## config.mk

```make
export PLATFORM = sky130hd
export DESIGN_NAME = seq_hit_logger
export DESIGN_NICKNAME = d
export VERILOG_FILES = /design/src/rtl/seq_hit_pkg.sv /design/src/rtl/hit_fifo.sv /design/src/rtl/seq_hit_logger.sv
export SDC_FILE = /design/constraint.sdc
export NUM_CORES = 1
export LEC_CHECK = 0
export BUFFER_PORTS_ARGS = -buffer_cell sky130_fd_sc_hd__buf_2
export CAP_MARGIN = 20
export CELL_PAD_IN_SITES_DETAIL_PLACEMENT = 1
export CELL_PAD_IN_SITES_GLOBAL_PLACEMENT = 1
export CORE_ASPECT_RATIO = 1.4
export CORE_UTILIZATION = 54
export CTS_BUF_LIST = sky130_fd_sc_hd__clkbuf_4 sky130_fd_sc_hd__clkbuf_8
export CTS_CLUSTER_SIZE = 10
export DETAILED_ROUTE_END_ITERATION = 8
export HOLD_SLACK_MARGIN = 0.02
export PLACE_DENSITY_LB_ADDON = 0.1
export SYNTH_ARGS = -nofsm -noshare
export SYNTH_HDL_FRONTEND = slang
export SYNTH_SLANG_ARGS = --single-unit
```

## constraint.sdc

```tcl
create_clock -name clk -period 4.3 [get_ports clk]
set_input_delay 0.43 -clock clk [delete_from_list [all_inputs] [get_ports clk]]
set_output_delay 0.43 -clock clk [all_outputs]
set_load 0.03 [all_outputs]
```

## src/rtl/seq_hit_pkg.sv

```systemverilog
// seq_hit_pkg: shared defaults and entry sizing for the sequence-hit logger
package seq_hit_pkg;
  localparam int DEPTH_DEF = 4;
  localparam int GAP_W_DEF = 8;
  localparam int CNT_W_DEF = 16;
  localparam int ENTRY_W_DEF = GAP_W_DEF + 1;
  function automatic int entry_w(input int gap_w);
    return gap_w + 1;
  endfunction
endpackage

```

## src/rtl/hit_fifo.sv

```systemverilog
// hit_fifo: synchronous FIFO with occupancy output; head data reads as zero when empty
module hit_fifo #(
  parameter int DEPTH = 4,
  parameter int W = 9,
  localparam int AW = $clog2(DEPTH),
  localparam int LW = AW + 1
) (
  input  logic          clk,
  input  logic          rst,
  input  logic          clr,
  input  logic          push,
  input  logic          pop,
  input  logic [W-1:0]  wdata,
  output logic [W-1:0]  rdata,
  output logic [LW-1:0] level
);
  logic [W-1:0] mem [DEPTH];
  logic [AW-1:0] wp, rp;
  always_ff @(posedge clk)
    if (push) mem[wp] <= wdata;
  always_ff @(posedge clk or negedge rst)
    if (!rst) begin
      wp <= '0;
      rp <= '0;
      level <= '0;
    end else if (clr) begin
      wp <= '0;
      rp <= '0;
      level <= '0;
    end else begin
      if (push) wp <= wp + 1'b1;
      if (pop) rp <= rp + 1'b1;
      level <= level + LW'(push) - LW'(pop);
    end
  // masking keeps stale or uninitialised storage off the outputs
  assign rdata = (|level) ? mem[rp] : '0;
endmodule

```

## src/rtl/seq_hit_logger.sv

```systemverilog
// seq_hit_logger: logs {first, gap} for each detector hit into a FIFO, with hit count and sticky overflow
module seq_hit_logger
  import seq_hit_pkg::*;
#(
  parameter int DEPTH = DEPTH_DEF,
  parameter int GAP_W = GAP_W_DEF,
  parameter int CNT_W = CNT_W_DEF,
  localparam int LW = $clog2(DEPTH) + 1,
  localparam int EW = entry_w(GAP_W)
) (
  input  logic             clk,
  input  logic             rst,
  input  logic             hit,
  input  logic             clr,
  input  logic             rd_ready,
  output logic             rd_valid,
  output logic [GAP_W-1:0] rd_gap,
  output logic             rd_first,
  output logic [CNT_W-1:0] hit_count,
  output logic [LW-1:0]    fifo_level,
  output logic             overflow
);
  logic [GAP_W-1:0] gap;
  logic armed, take, pop, full, push;
  logic [EW-1:0] head;
  assign take = hit && !clr;
  assign rd_valid = |fifo_level;
  assign pop = rd_valid && rd_ready;
  assign full = fifo_level == LW'(DEPTH);
  // a full FIFO still accepts when the head leaves in the same cycle
  assign push = take && (!full || pop);
  assign {rd_first, rd_gap} = head;
  always_ff @(posedge clk or negedge rst)
    if (!rst) begin
      gap <= '0;
      armed <= 1'b1;
      hit_count <= '0;
      overflow <= 1'b0;
    end else if (clr) begin
      gap <= '0;
      armed <= 1'b1;
      hit_count <= '0;
      overflow <= 1'b0;
    end else begin
      gap <= hit ? '0 : (&gap ? gap : gap + 1'b1);
      if (hit) armed <= 1'b0;
      if (hit) hit_count <= hit_count + 1'b1;
      if (take && !push) overflow <= 1'b1;
    end
  hit_fifo #(.DEPTH(DEPTH), .W(EW)) u_fifo (
    .clk(clk),
    .rst(rst),
    .clr(clr),
    .push(push),
    .pop(pop),
    .wdata({armed, gap}),
    .rdata(head),
    .level(fifo_level)
  );
endmodule

```

# After elaboration in Yosys (flattened, before gate mapping)
# Memories as Yosys holds them, arrays and structs flattened.
# Index checks and enable logic that the tools add are counted.
dict set report totals {
  ff_bits 33
  mem_bits_rw 36
  inputBits 5
  output_inout_bits 30
  mem_count 1
}
# name depth word_bits rd rd_clocked_by_memory_dff write_ports line
set memory_table {}
lappend memory_table {u_fifo.mem 4 9 1 0 1 hit_fifo.sv:17} ;# logic [W-1:0] mem [DEPTH];
dict set report op_classes {
  n_addsub 6
  n_eq_ne 2
  n_mux 17
  reduce_logical 14
}
# operator n
set ops {}
lappend ops {{$mux 16} 2}
lappend ops {{$mux 8} 3}
lappend ops {{$add 16x1->16 const B} 1}
lappend ops {{$mux 9} 1}
lappend ops {{$add 8x1->8 const B} 1}
lappend ops {{$mux 2} 4}
lappend ops {{$reduce_and 8->1} 1}
lappend ops {{$reduce_bool 2->1} 4}
lappend ops {{$mux 1} 6}
lappend ops {{$add 2x1->2 const B} 2}
lappend ops {{$logic_and 1x1->1} 4}
lappend ops {{$add 3x1->3} 1}
lappend ops {{$eq 3x3->1 const B} 1}
lappend ops {{$logic_not 1->1} 3}
lappend ops {{$mux 3} 1}
lappend ops {{$ne 3x3->1 const B} 1}
lappend ops {{$reduce_or 3->1} 1}
lappend ops {{$sub 3x1->3} 1}
lappend ops {{$logic_or 1x1->1} 1}

# Longest topological paths before layout
# Gate-level depths: netlist (run 1).
dict set report logic_depth {
  ltp_word 8
  depth_mapped 9
  depth_no_buf 9
}

# Cells and area by module
# A second synthesis (run 1) with hierarchy kept.
dict set report unflattened {
  hier_cells 225
  area_unflattened_um2 3090.5
}
# mod n_inst cells_each area_each_um2 seq_area_each_um2
set modules_own_cells {}
lappend modules_own_cells {hit_fifo 1 94 1785.5 1256.2}
lappend modules_own_cells {seq_hit_logger 1 131 1305.0 651.9}

# Least setup slack after synthesis (run 1)
# No wires, ideal clock.
dict set report synth_timing {
  path_kind {register to register}
  start {register u_fifo.level[1]}
  end {register u_fifo.level[2]}
  arrival_ns 2.035
  t_required_ns 4.168
  setup_slack_ns 2.133
  path_stages_with_launch 10
  path_cell_list {dfrtp_1 o31ai_1 inv_1 ha_1 inv_1 ha_1 inv_1 fa_1 xnor2_1 nor2_1}
}
dict set report synth_via {
  elab_chain_len 7
  elab_cells_between_ends 9
  classes_between {add/sub: 2; eq/ne: 1; mux: 1; reduce/logical: 5}
}
# element line
set synth_rtl {}
lappend synth_rtl {{start, declared} hit_fifo.sv:15} ;# output logic [LW-1:0] level
lappend synth_rtl {{start signal, assigned} hit_fifo.sv:33} ;# level <= level + LW'(push) - LW'(pop);
lappend synth_rtl {{$eq 3x3->1 / $reduce_or 3->1 (equally long branches)} {seq_hit_logger.sv:29, seq_hit_logger.sv:27}}
lappend synth_rtl {{$logic_not 1->1 / $logic_and 1x1->1 (equally long branches)} {seq_hit_logger.sv:31, seq_hit_logger.sv:28}}
lappend synth_rtl {{$logic_or 1x1->1} seq_hit_logger.sv:31} ;# assign push = take && (!full || pop);
lappend synth_rtl {{$logic_and 1x1->1} seq_hit_logger.sv:31}
lappend synth_rtl {{$add 3x1->3} hit_fifo.sv:33}
lappend synth_rtl {{$sub 3x1->3 (*)} hit_fifo.sv:33}
lappend synth_rtl {{$mux 3 (*)} hit_fifo.sv:26} ;# end else if (clr) begin
# Every way passes the cells marked *; elsewhere a longest branch is shown, timed or not.
# A chain may end at the register's enable or synchronous reset.

# Worst setup path after layout (run 1)
dict set report layout_timing {
  start {register u_fifo.rp[0]}
  end {output port rd_first}
}
dict set report layout_via {
  elab_chain_len 2
}
# element line
set layout_rtl {}
lappend layout_rtl {{start, declared} hit_fifo.sv:18} ;# logic [AW-1:0] wp, rp;
lappend layout_rtl {{start signal, assigned} hit_fifo.sv:32} ;# if (pop) rp <= rp + 1'b1;
lappend layout_rtl {{$mem_v2 4x9} --}
lappend layout_rtl {{$mux 9} hit_fifo.sv:36} ;# assign rdata = (|level) ? mem[rp] : '0;
lappend layout_rtl {{end, declared} seq_hit_logger.sv:18} ;# output logic rd_first,
# No other way between the ends.

==> results.sh, run 1 <==
export IMPL_ys_warnings_count=0
export IMPL_h_tree_depth=3
export IMPL_ys_ff_latch=69
export IMPL_initial_core_util_pct=57.0
export IMPL_cts_tree="built"
export IMPL_drt_wl_total_um=6940
export IMPL_async_flop_share_pct=47.8
export IMPL_cts_buffers=9
export IMPL_clock_root_buffer="clkbuf_8"
export IMPL_clk_latency_ns=0.34
export IMPL_finalNetCount=285
export IMPL_crit_path_cell_trace="mux4_2, nor2b_1, buf_2"
export IMPL_via_per_inst=5.99
export IMPL_finalPower_mw=1.72
export IMPL_rsz0062_at_grt="false"
export IMPL_port_buffers=34
export IMPL_die_w_um=66.8
export IMPL_fin_crit_sh_pct=57.3
export IMPL_wl_per_cell_um=20.2
export IMPL_cp_start_kind="register"
export IMPL_max_freq_ghz=0.406
export IMPL_coreArea_um2=5570
export IMPL_timing_rr_end="u_fifo.level[2]"
export IMPL_crit_required_ns=3.87
export IMPL_ctsLongestPathBuffers=2
export IMPL_final_common_cell="edfxtp_1"
export IMPL_grt_usage_pct=25.9
export IMPL_diodes=0
export IMPL_grt_pass1_vias=2279
export IMPL_peakVddDrop_uv=212
export IMPL_power_density_nw_per_um2=484
export IMPL_antenna_found_initial=0
export IMPL_max_slew_worst_pin_slew_ns=0.774
export IMPL_path_clk_slew_ns=0.08
export IMPL_syn2layout_area_growth_pct=12.2
export IMPL_rr_startpoint="u_fifo.level[1]"
export IMPL_io_pins=35
export IMPL_slowest_stage="dfrtp_1"
export IMPL_cap_violations=0
export IMPL_first_iter_violations=102
export IMPL_syn_inst=234
export IMPL_finClkSkew_ns=0.00767
export IMPL_tns_ns=0
export IMPL_grt_overflow=0
export IMPL_slew_headroom_pct=48.4
export IMPL_drt_antenna_violating_nets=0
export IMPL_post_cts_resized=0
export IMPL_synth_avg_cell_area_um2=13.5
export IMPL_row_count=32
export IMPL_hold_class="in -> async"
export IMPL_fin_crit_ns=2.47
export IMPL_netlist_area_um2=3170
export IMPL_cp_max_fo=11
export IMPL_startpoint="u_fifo.rp[0]"
export IMPL_num_vias=2060
export IMPL_reg2reg_depth=9
export IMPL_drive_above_1_share_pct=25.4
export IMPL_final_util_pct=63.9
export IMPL_dr_pass1_iters=4
export IMPL_layout_common_cells="edfxtp_1, buf_2, dfrtp_1"
export IMPL_synth_edff_count=36
export IMPL_leakagePower_nw=1.42
export IMPL_ys_seq_area_share_pct=60.2
export IMPL_yosys_cell_types_count=47
export IMPL_synth_nets=248
export IMPL_die_area_um2=6190
export IMPL_cts_sinks=69
export IMPL_cts_setup_buffers=0
export IMPL_hold_violations=0
export IMPL_dp_hpwl_um=4930
export IMPL_reg2reg_slack_ns=2.06
export IMPL_arrival_ns=2.04
export IMPL_gp_congestion=0.735
export IMPL_status="finished, final reports clean"
export IMPL_cts_hold_buf=0
export IMPL_drv_slew=0
export IMPL_critPathKind="reg -> out"
export IMPL_die_h_um=92.7
export IMPL_setup_violations_final=0
export IMPL_synth_top_flop_cell="edfxtp_1"
export IMPL_route_detailed_drc=0
export IMPL_end_kind="output port"
export IMPL_grt_pass1_wl_um=11400
export IMPL_grt_start_max_net_pins=34
export IMPL_slowest_delay_ns=0.78
[layout make-up]
type / instances / area, um2
Timing Repair Buffer: 35 / 178
Multi-Input combinational cell: 146 / 1170
Clock inverter: 7 / 51.3
Fill cell: 558 / 2010
Clock buffer: 9 / 124
Inverter: 10 / 37.5
Tap cell: 68 / 85.1
Sequential cell: 69 / 1910
[logic make-up (layout without fill, tap and decap cells)]
logic type,count (synthesis),in the layout,share of synthesized area (%)
compound gates,34,34,6.55
xor+xnor,8,8,2.21
fa+ha+maj,9,9,3.79
buf+inv,19,61,2.80
flops,69,69,60.2
mux,15,15,8.48
simple gates,80,80,16.0
[registers in the layout (all words and copies together), names as in the netlist]
name          cells
hit_count        16
u_fifo.rp         2
u_fifo.wp         2
overflow          1
gap               8
armed             1
u_fifo.mem       36
u_fifo.level      3
[worst max-delay path, delay by kind of cell, from the launching register on]
family	cells	cell delay, ns
buffers and inverters	1	0.17
DFF	1	0.78
muxes	1	0.60
and+or+nand+nor	1	0.15
[where the power goes]
group / total [mW] / internal, mW / switching [mW]
Combinational: 0.460 / 0.178 / 0.282
Sequential: 0.798 / 0.729 / 0.0683
Clock: 0.465 / 0.210 / 0.255
[per-stage QoR]
| stage | area, um2 | hold WS (ns) | setup slack, ns | std cells |
|---|---|---|---|---|
| after floorplan | 3170 | 0.134 | 2.13 | 234 |
| after global routing | 3560 | 0.218 | 1.73 | 344 |
| final | 3560 | 0.163 | 1.83 | 344 |
| after CTS | 3560 | 0.185 | 1.80 | 344 |
| after detailed placement | 3380 | 0.501 | 2.07 | 328 |
| after global placement | 3380 | 0.483 | 2.19 | 328 |
[layer usage]
layer | share of wire (%) | GRT usage [%] | up-vias
met5 | 0 | 0 | -
met4 | 2.2 | 10.6 | 0
met3 | 2.1 | 4.68 | 14
met2 | 58 | 47.7 | 40
met1 | 37 | 27.9 | 1058
li1 | - | - | 948
[cell usage after synthesis, types with 5 or more instances]
cell type,number,area [um2]
nand2_1,6,22.5
xor2_1,6,52.6
mux4_2,9,203
nor2b_1,15,93.8
inv_1,10,37.5
nor2_1,17,63.8
a21oi_1,11,55.1
o21ai_0,7,35.0
edfxtp_1,36,1080
dfrtp_1,32,801
nand4_1,5,31.3
o31ai_1,5,37.5
ha_1,8,100
nor3_1,5,25.0
[worst max-delay path by stage]
stage	end	slack [ns]	depth (start not counted)
2_1_floorplan	u_fifo.level[2]	2.13	9
3_3_place_gp	u_fifo.level[2]	2.19	9
3_5_place_dp	u_fifo.level[2]	2.07	9
4_1_cts	rd_first	1.80	3
5_1_grt	rd_first	1.73	3
6_report	rd_first	1.83	3
Note: power is estimated with default switching activity, not from simulation.
==> run 2: changes to the inputs <==
--- a/config.mk
+++ b/config.mk
@@ -5,12 +5,13 @@
 export SDC_FILE = /design/constraint.sdc
 export NUM_CORES = 1
 export LEC_CHECK = 0
+export ABC_AREA = 1
 export BUFFER_PORTS_ARGS = -buffer_cell sky130_fd_sc_hd__buf_2
 export CAP_MARGIN = 20
 export CELL_PAD_IN_SITES_DETAIL_PLACEMENT = 1
 export CELL_PAD_IN_SITES_GLOBAL_PLACEMENT = 1
 export CORE_ASPECT_RATIO = 1.4
-export CORE_UTILIZATION = 54
+export CORE_UTILIZATION = 47
 export CTS_BUF_LIST = sky130_fd_sc_hd__clkbuf_4 sky130_fd_sc_hd__clkbuf_8
 export CTS_CLUSTER_SIZE = 10
 export DETAILED_ROUTE_END_ITERATION = 8
==> constraint.sdc (replaced) <==
create_clock -name clk -period 2.59 [get_ports clk]
set_input_delay 0.259 -clock clk [delete_from_list [all_inputs] [get_ports clk]]
set_output_delay 0.259 -clock clk [all_outputs]
set_load 0.03 [all_outputs]
==> run 2 against run 1 <==
  * Synthesized cell count is 45% higher
  * Critical path depth is 3 higher
  * Setup slack worse by 1.4 ns
  * Die area is 19% higher
  * First-iteration DRC count is 13% lower
  * Final area is 6.5% higher
  * Power is 80% higher
  * Critical endpoint is now rd_gap[7]
==> results.sh, run 2 <==
export IMPL_synth_nets=353
export IMPL_ys_ff_latch=69
export IMPL_row_count=35
export IMPL_cts_buffers=9
export IMPL_leakagePower_nw=1.74
export IMPL_top_register="u_fifo.mem"
export IMPL_synth_top_flop_cell="edfxtp_1"
export IMPL_layout_setup_ws_ns=0.434
export IMPL_drt_wl_total_um=7410
export IMPL_seq_area_um2=1910
export IMPL_coreArea_um2=6660
export IMPL_first_iter_violations=89
export IMPL_initial_core_util_pct=49.5
export IMPL_synth_most_common_cell="nor2_1"
export IMPL_syn_inst=339
export IMPL_stdcell_area_um2=3790
export IMPL_grt_pass1_vias=2592
export IMPL_cts_setup_buffers=0
export IMPL_synth_area_leaders="edfxtp_1, dfrtp_1, nor2_1"
export IMPL_peakVddDrop_uv=411
export IMPL_fin_crit_ns=2.16
export IMPL_pwr_share_seq_pct=42.6
export IMPL_crit_path_cell_trace="buf_4, nor2_1, nor2_1, o21ai_0, a21oi_1, buf_2"
export IMPL_layout_common_cells="nor2_1, nand2_1, edfxtp_1"
export IMPL_combPwrFrac_pct=29.9
export IMPL_postPlaceCellArea_um2=3580
export IMPL_p_int_mw=1.95
export IMPL_fin_crit_sh_pct=83.2
export IMPL_synth_top_area_cell="edfxtp_1"
export IMPL_slew_headroom_pct=48.2
export IMPL_max_slew_worst_pin_slew_ns=0.777
export IMPL_grt_overflow=0
export IMPL_clock_root_buffer="clkbuf_8"
export IMPL_dr_pass1_iters=4
export IMPL_dp_slack_ns=0.459
export IMPL_ys_seq_area_share_pct=57.9
export IMPL_synth_edff_count=36
export IMPL_end_kind="output port"
export IMPL_status="finished, final reports clean"
export IMPL_multiInputGateArea_um2=1190
export IMPL_grt_pass1_wl_um=12300
export IMPL_finClkSkew_ns=0.0116
export IMPL_finalPower_mw=3.11
export IMPL_slowest_delay_ns=0.71
export IMPL_largest_register_ffs=36
export IMPL_synth_avg_cell_area_um2=9.71
export IMPL_gp_congestion=0.766
export IMPL_diodes=0
export IMPL_route_detailed_drc=0
export IMPL_cp_start_kind="register"
export IMPL_antenna_found_initial=0
export IMPL_critPathKind="reg -> out"
export IMPL_clockPowerShare_pct=27.5
export IMPL_arrival_ns=1.90
export IMPL_drv_slew=0
export IMPL_num_vias=2446
export IMPL_setup_violations_final=0
export IMPL_syn2layout_area_growth_pct=15.0
export IMPL_clk_latency_ns=0.34
export IMPL_finalNetCount=398
export IMPL_crit_required_ns=2.33
export IMPL_max_freq_ghz=0.464
export IMPL_cts_sinks=69
export IMPL_die_area_um2=7350
export IMPL_cp_max_fo=16
export IMPL_die_w_um=72.7
export IMPL_wl_per_cell_um=15.4
export IMPL_h_tree_depth=3
export IMPL_drt_antenna_violating_nets=0
export IMPL_cts_tree="built"
export IMPL_port_buffers=34
export IMPL_top_regs="u_fifo.mem (36), hit_count (16), gap (8)"
export IMPL_hold_class="in -> reg"
export IMPL_p_switching_mw=1.15
export IMPL_drive_above_1_share_pct=22.4
export IMPL_yosys_cell_types_count=39
export IMPL_place_inst=464
export IMPL_netlist_area_um2=3290
export IMPL_grt_usage_pct=22.8
export IMPL_hold_violations=0
export IMPL_cap_violations=0
export IMPL_rsz0062_at_grt="false"
export IMPL_ctsLongestPathBuffers=2
export IMPL_die_h_um=101
export IMPL_final_common_cell="nor2_1"
export IMPL_crit_top_cell="nor2_1"
export IMPL_path_clk_slew_ns=0.08
export IMPL_async_flop_share_pct=47.8
export IMPL_swShare_pct=37.2
export IMPL_dp_hpwl_um=5570
export IMPL_n_fill_cell=784
export IMPL_io_pins=35
export IMPL_final_cells=481
export IMPL_power_density_nw_per_um2=820
export IMPL_synth_commonest_cells="nor2_1, nand2_1, edfxtp_1"
export IMPL_tns_ns=0
export IMPL_synth_top_area_share_pct=32.8
export IMPL_ys_warnings_count=0
export IMPL_slowest_stage="dfrtp_1"
export IMPL_via_per_inst=5.09
export IMPL_grt_start_max_net_pins=34
## run 2: changes by cell type after synthesis, moves of 9 or more
cell	previous run	this run
nor2_1	17	71
nand2_1	6	44
inv_1	10	35
o21ai_1	0	19
nor2b_1	15	0
mux4_2	9	0
## run 2: per-stage QoR
step,util (%),hold WS (ns)
6_report,56.9,0.271
3_3_place_gp,53.8,0.377
5_1_grt,56.9,0.277
2_1_floorplan,-,-0.0366
3_5_place_dp,53.8,0.393
4_1_cts,56.9,0.267
## run 2: path summary, 6_finish.rpt
check / start / to / slack, ns / cells after the start
setup / recovery: u_fifo.rp[0] / rd_gap[7] / 0.43 / 6
max in group asynchronous: rst / hit_count[1] / 1.54 / 2
setup reg to reg: u_fifo.level[1] / u_fifo.level[2] / 0.45 / 11
hold / removal: hit / armed / 0.27 / 4
hold reg to reg: armed / armed / 0.50 / 2
min in group asynchronous: rst / hit_count[14] / 0.55 / 2
## run 2: repair_timing
item                                   CTS  global route
endpoints found under the hold margin    1             0
hold buffers                             1             0
resized for setup                        0             0
## run 2: layer usage
| metal | vias to the layer above | track usage, % | part of all wire [%] |
|---|---|---|---|
| li1 | 1202 | - | - |
| met1 | 1204 | 23.5 | 38 |
| met2 | 29 | 45.4 | 59 |
| met3 | 11 | 3.30 | 1.5 |
| met4 | 0 | 7.84 | 1.5 |
| met5 | - | 0 | 0 |
## run 2: worst max-delay path: cells and delay by family (launching register included)
| kind | cells | cell delay (ns) |
|---|---|---|
| DFF | 1 | 0.71 |
| AOI/OAI and AO/OA | 2 | 0.27 |
| buffers and inverters | 2 | 0.46 |
| and+or+nand+nor | 2 | 0.11 |
## run 2: power by group through the flow
stage	combinational (mW)	sequential [mW]	clock (mW)
3_5_place_dp	0.939	1.35	0
3_3_place_gp	0.914	1.34	0
6_report	0.929	1.32	0.854
5_1_grt	1.03	1.33	0.921
4_1_cts	0.946	1.33	0.872
2_1_floorplan	0.626	1.37	0
## run 2: kinds of logic (layout without fill, tap and decap cells)
logic type	after synthesis	after routing	share of synthesized area, %
compound gates	58	58	9.88
xor+xnor	3	3	0.798
fa+ha+maj	9	9	3.65
buf+inv	49	99	5.97
flops	69	69	57.9
simple gates	151	151	21.8
## run 2: final cells by class
type / instances / area share, %
Sequential cell: 69 / 50.4
Clock buffer: 10 / 3.47
Inverter: 43 / 4.26
Clock inverter: 6 / 1.72
Timing Repair Buffer: 40 / 5.75
Tap cell: 92 / 3.04
Multi-Input combinational cell: 221 / 31.4
==> run 3: changes to the inputs <==
==> constraint.sdc (replaced) <==
create_clock -name clk -period 2.2 [get_ports clk]
set_input_delay 0.22 -clock clk [delete_from_list [all_inputs] [get_ports clk]]
set_output_delay 0.22 -clock clk [all_outputs]
set_load 0.03 [all_outputs]
==> run 3 against run 2 <==
  * Flip-flop and latch count is the same
  * Critical path depth grew 5
  * Via count increased by 3.9%
  * Clock-buffer cell count did not move
  * Power increased by 26%
==> results.sh, run 3 (synthesis gave the netlist of run 2 again) <==
export IMPL_status="finished, final reports clean"
export IMPL_hold_class="in -> reg"
export IMPL_drv_slew=0
export IMPL_dr_pass1_iters=4
export IMPL_cap_violations=0
export IMPL_hold_violations=0
export IMPL_initial_core_util_pct=49.5
export IMPL_stdcell_area_um2=3870
export IMPL_postPlaceCellArea_um2=3620
export IMPL_via_per_inst=5.22
export IMPL_grt_usage_pct=24.7
export IMPL_finClkSkew_ns=0.00944
export IMPL_cp_max_fo=3
export IMPL_combPwrFrac_pct=31.1
export IMPL_drt_antenna_violating_nets=0
export IMPL_drive_above_1_share_pct=24.6
export IMPL_max_freq_ghz=0.497
export IMPL_clockPowerShare_pct=29.3
export IMPL_largest_register_ffs=36
export IMPL_cts_sinks=69
export IMPL_crit_required_ns=2.48
export IMPL_reg2reg_slack_ns=0.19
export IMPL_num_vias=2542
export IMPL_row_count=35
export IMPL_top_regs="u_fifo.mem (36), hit_count (16), gap (8)"
export IMPL_fin_crit_sh_pct=91.4
export IMPL_top_register="u_fifo.mem"
export IMPL_io_pins=35
export IMPL_end_kind="register"
export IMPL_final_common_cell="nor2_1"
export IMPL_gp_congestion=0.757
export IMPL_dp_hpwl_um=5580
export IMPL_die_w_um=72.7
export IMPL_tns_ns=0
export IMPL_pwr_share_seq_pct=39.6
export IMPL_leakagePower_nw=1.78
export IMPL_swShare_pct=36.9
export IMPL_grt_start_max_net_pins=20
export IMPL_antenna_found_initial=0
export IMPL_fin_crit_ns=2.01
export IMPL_route_detailed_drc=0
export IMPL_p_switching_mw=1.44
export IMPL_path_clk_slew_ns=0.08
export IMPL_clock_root_buffer="clkbuf_8"
export IMPL_rsz0062_at_grt="false"
export IMPL_syn2layout_area_growth_pct=17.5
export IMPL_arrival_ns=2.29
export IMPL_drt_wl_total_um=8070
export IMPL_grt_pass1_wl_um=13300
export IMPL_cp_start_kind="register"
export IMPL_h_tree_depth=3
export IMPL_clk_latency_ns=0.34
export IMPL_peakVddDrop_uv=609
export IMPL_ctsLongestPathBuffers=2
export IMPL_max_slew_worst_pin_slew_ns=0.395
export IMPL_p_int_mw=2.47
export IMPL_grt_overflow=0
export IMPL_die_area_um2=7350
export IMPL_diodes=0
export IMPL_cts_tree="built"
export IMPL_wl_per_cell_um=16.6
export IMPL_setup_violations_final=0
export IMPL_grt_pass1_vias=2776
export IMPL_port_buffers=34
export IMPL_cts_buffers=9
export IMPL_layout_common_cells="nor2_1, nand2_1, edfxtp_1"
export IMPL_finalNetCount=404
export IMPL_power_density_nw_per_um2=1010
export IMPL_first_iter_violations=158
export IMPL_die_h_um=101
export IMPL_slew_headroom_pct=73.7
export IMPL_critPathKind="reg -> reg"
export IMPL_coreArea_um2=6660
==> run 3: final timing paths <==
kind                       cells past startpoint            start              end
max in group asynchronous                      3              rst            armed
setup / recovery                              11  u_fifo.level[0]  u_fifo.level[2]
setup reg to reg                              11  u_fifo.level[0]  u_fifo.level[2]
hold / removal                                 3              hit     hit_count[2]
hold reg to reg                                1         overflow         overflow
min in group asynchronous                      2              rst           gap[2]
==> run 3: routing by layer <==
metal | GRT usage (%) | part of all wire (%)
met5 | 0 | 0
met4 | 9.20 | 1.7
met3 | 5.00 | 2.4
met2 | 47.7 | 58
met1 | 25.5 | 38
==> run 3: metrics by stage <==
stage	hold slack [ns]	std cells	power (mW)	worst slack, ns	utilization (%)
floorplan	-0.0756	339	2.37	0.0630	-
global placement	0.139	468	2.67	0.226	54.3
detailed placement	0.144	468	2.72	0.122	54.3
CTS	0.223	485	3.89	0.0813	57.8
global route	0.257	487	4.11	0.00386	58.1
finish	0.236	487	3.91	0.189	58.1
==> run 3: layout make-up <==
cell class | instances | area (um2)
sequential | 69 | 1910
fill | 786 | 2790
clock buffer | 10 | 131
multi-input combinational | 221 | 1200
tap | 92 | 115
clock inverter | 6 | 88.8
timing repair buffer | 46 | 263
inverter | 43 | 161
==> run 3: power groups by stage <==
stage / registers (mW) / logic [mW] / clock network (mW)
finish: 1.55 / 1.22 / 1.15
global route: 1.56 / 1.33 / 1.22
CTS: 1.55 / 1.17 / 1.17
floorplan: 1.62 / 0.746 / 0
detailed placement: 1.57 / 1.15 / 0
global placement: 1.56 / 1.11 / 0
==> run 3: timing repair <==
item	CTS	global route
hold buffers	1	0
gates resized for setup	0	2
setup endpoints to repair	0	2
hold endpoints to repair	12	0
buffers inserted	0	2
==> run 3: critical path: stages, from the launching register on <==
cell,delay [ns]
dfrtp_1,0.42
nor2_4,0.14
nand2_2,0.08
nand2_2,0.07
inv_1,0.05
ha_1,0.27
inv_1,0.06
ha_1,0.15
inv_1,0.05
fa_1,0.37
xor2_1,0.17
nor2_1,0.10
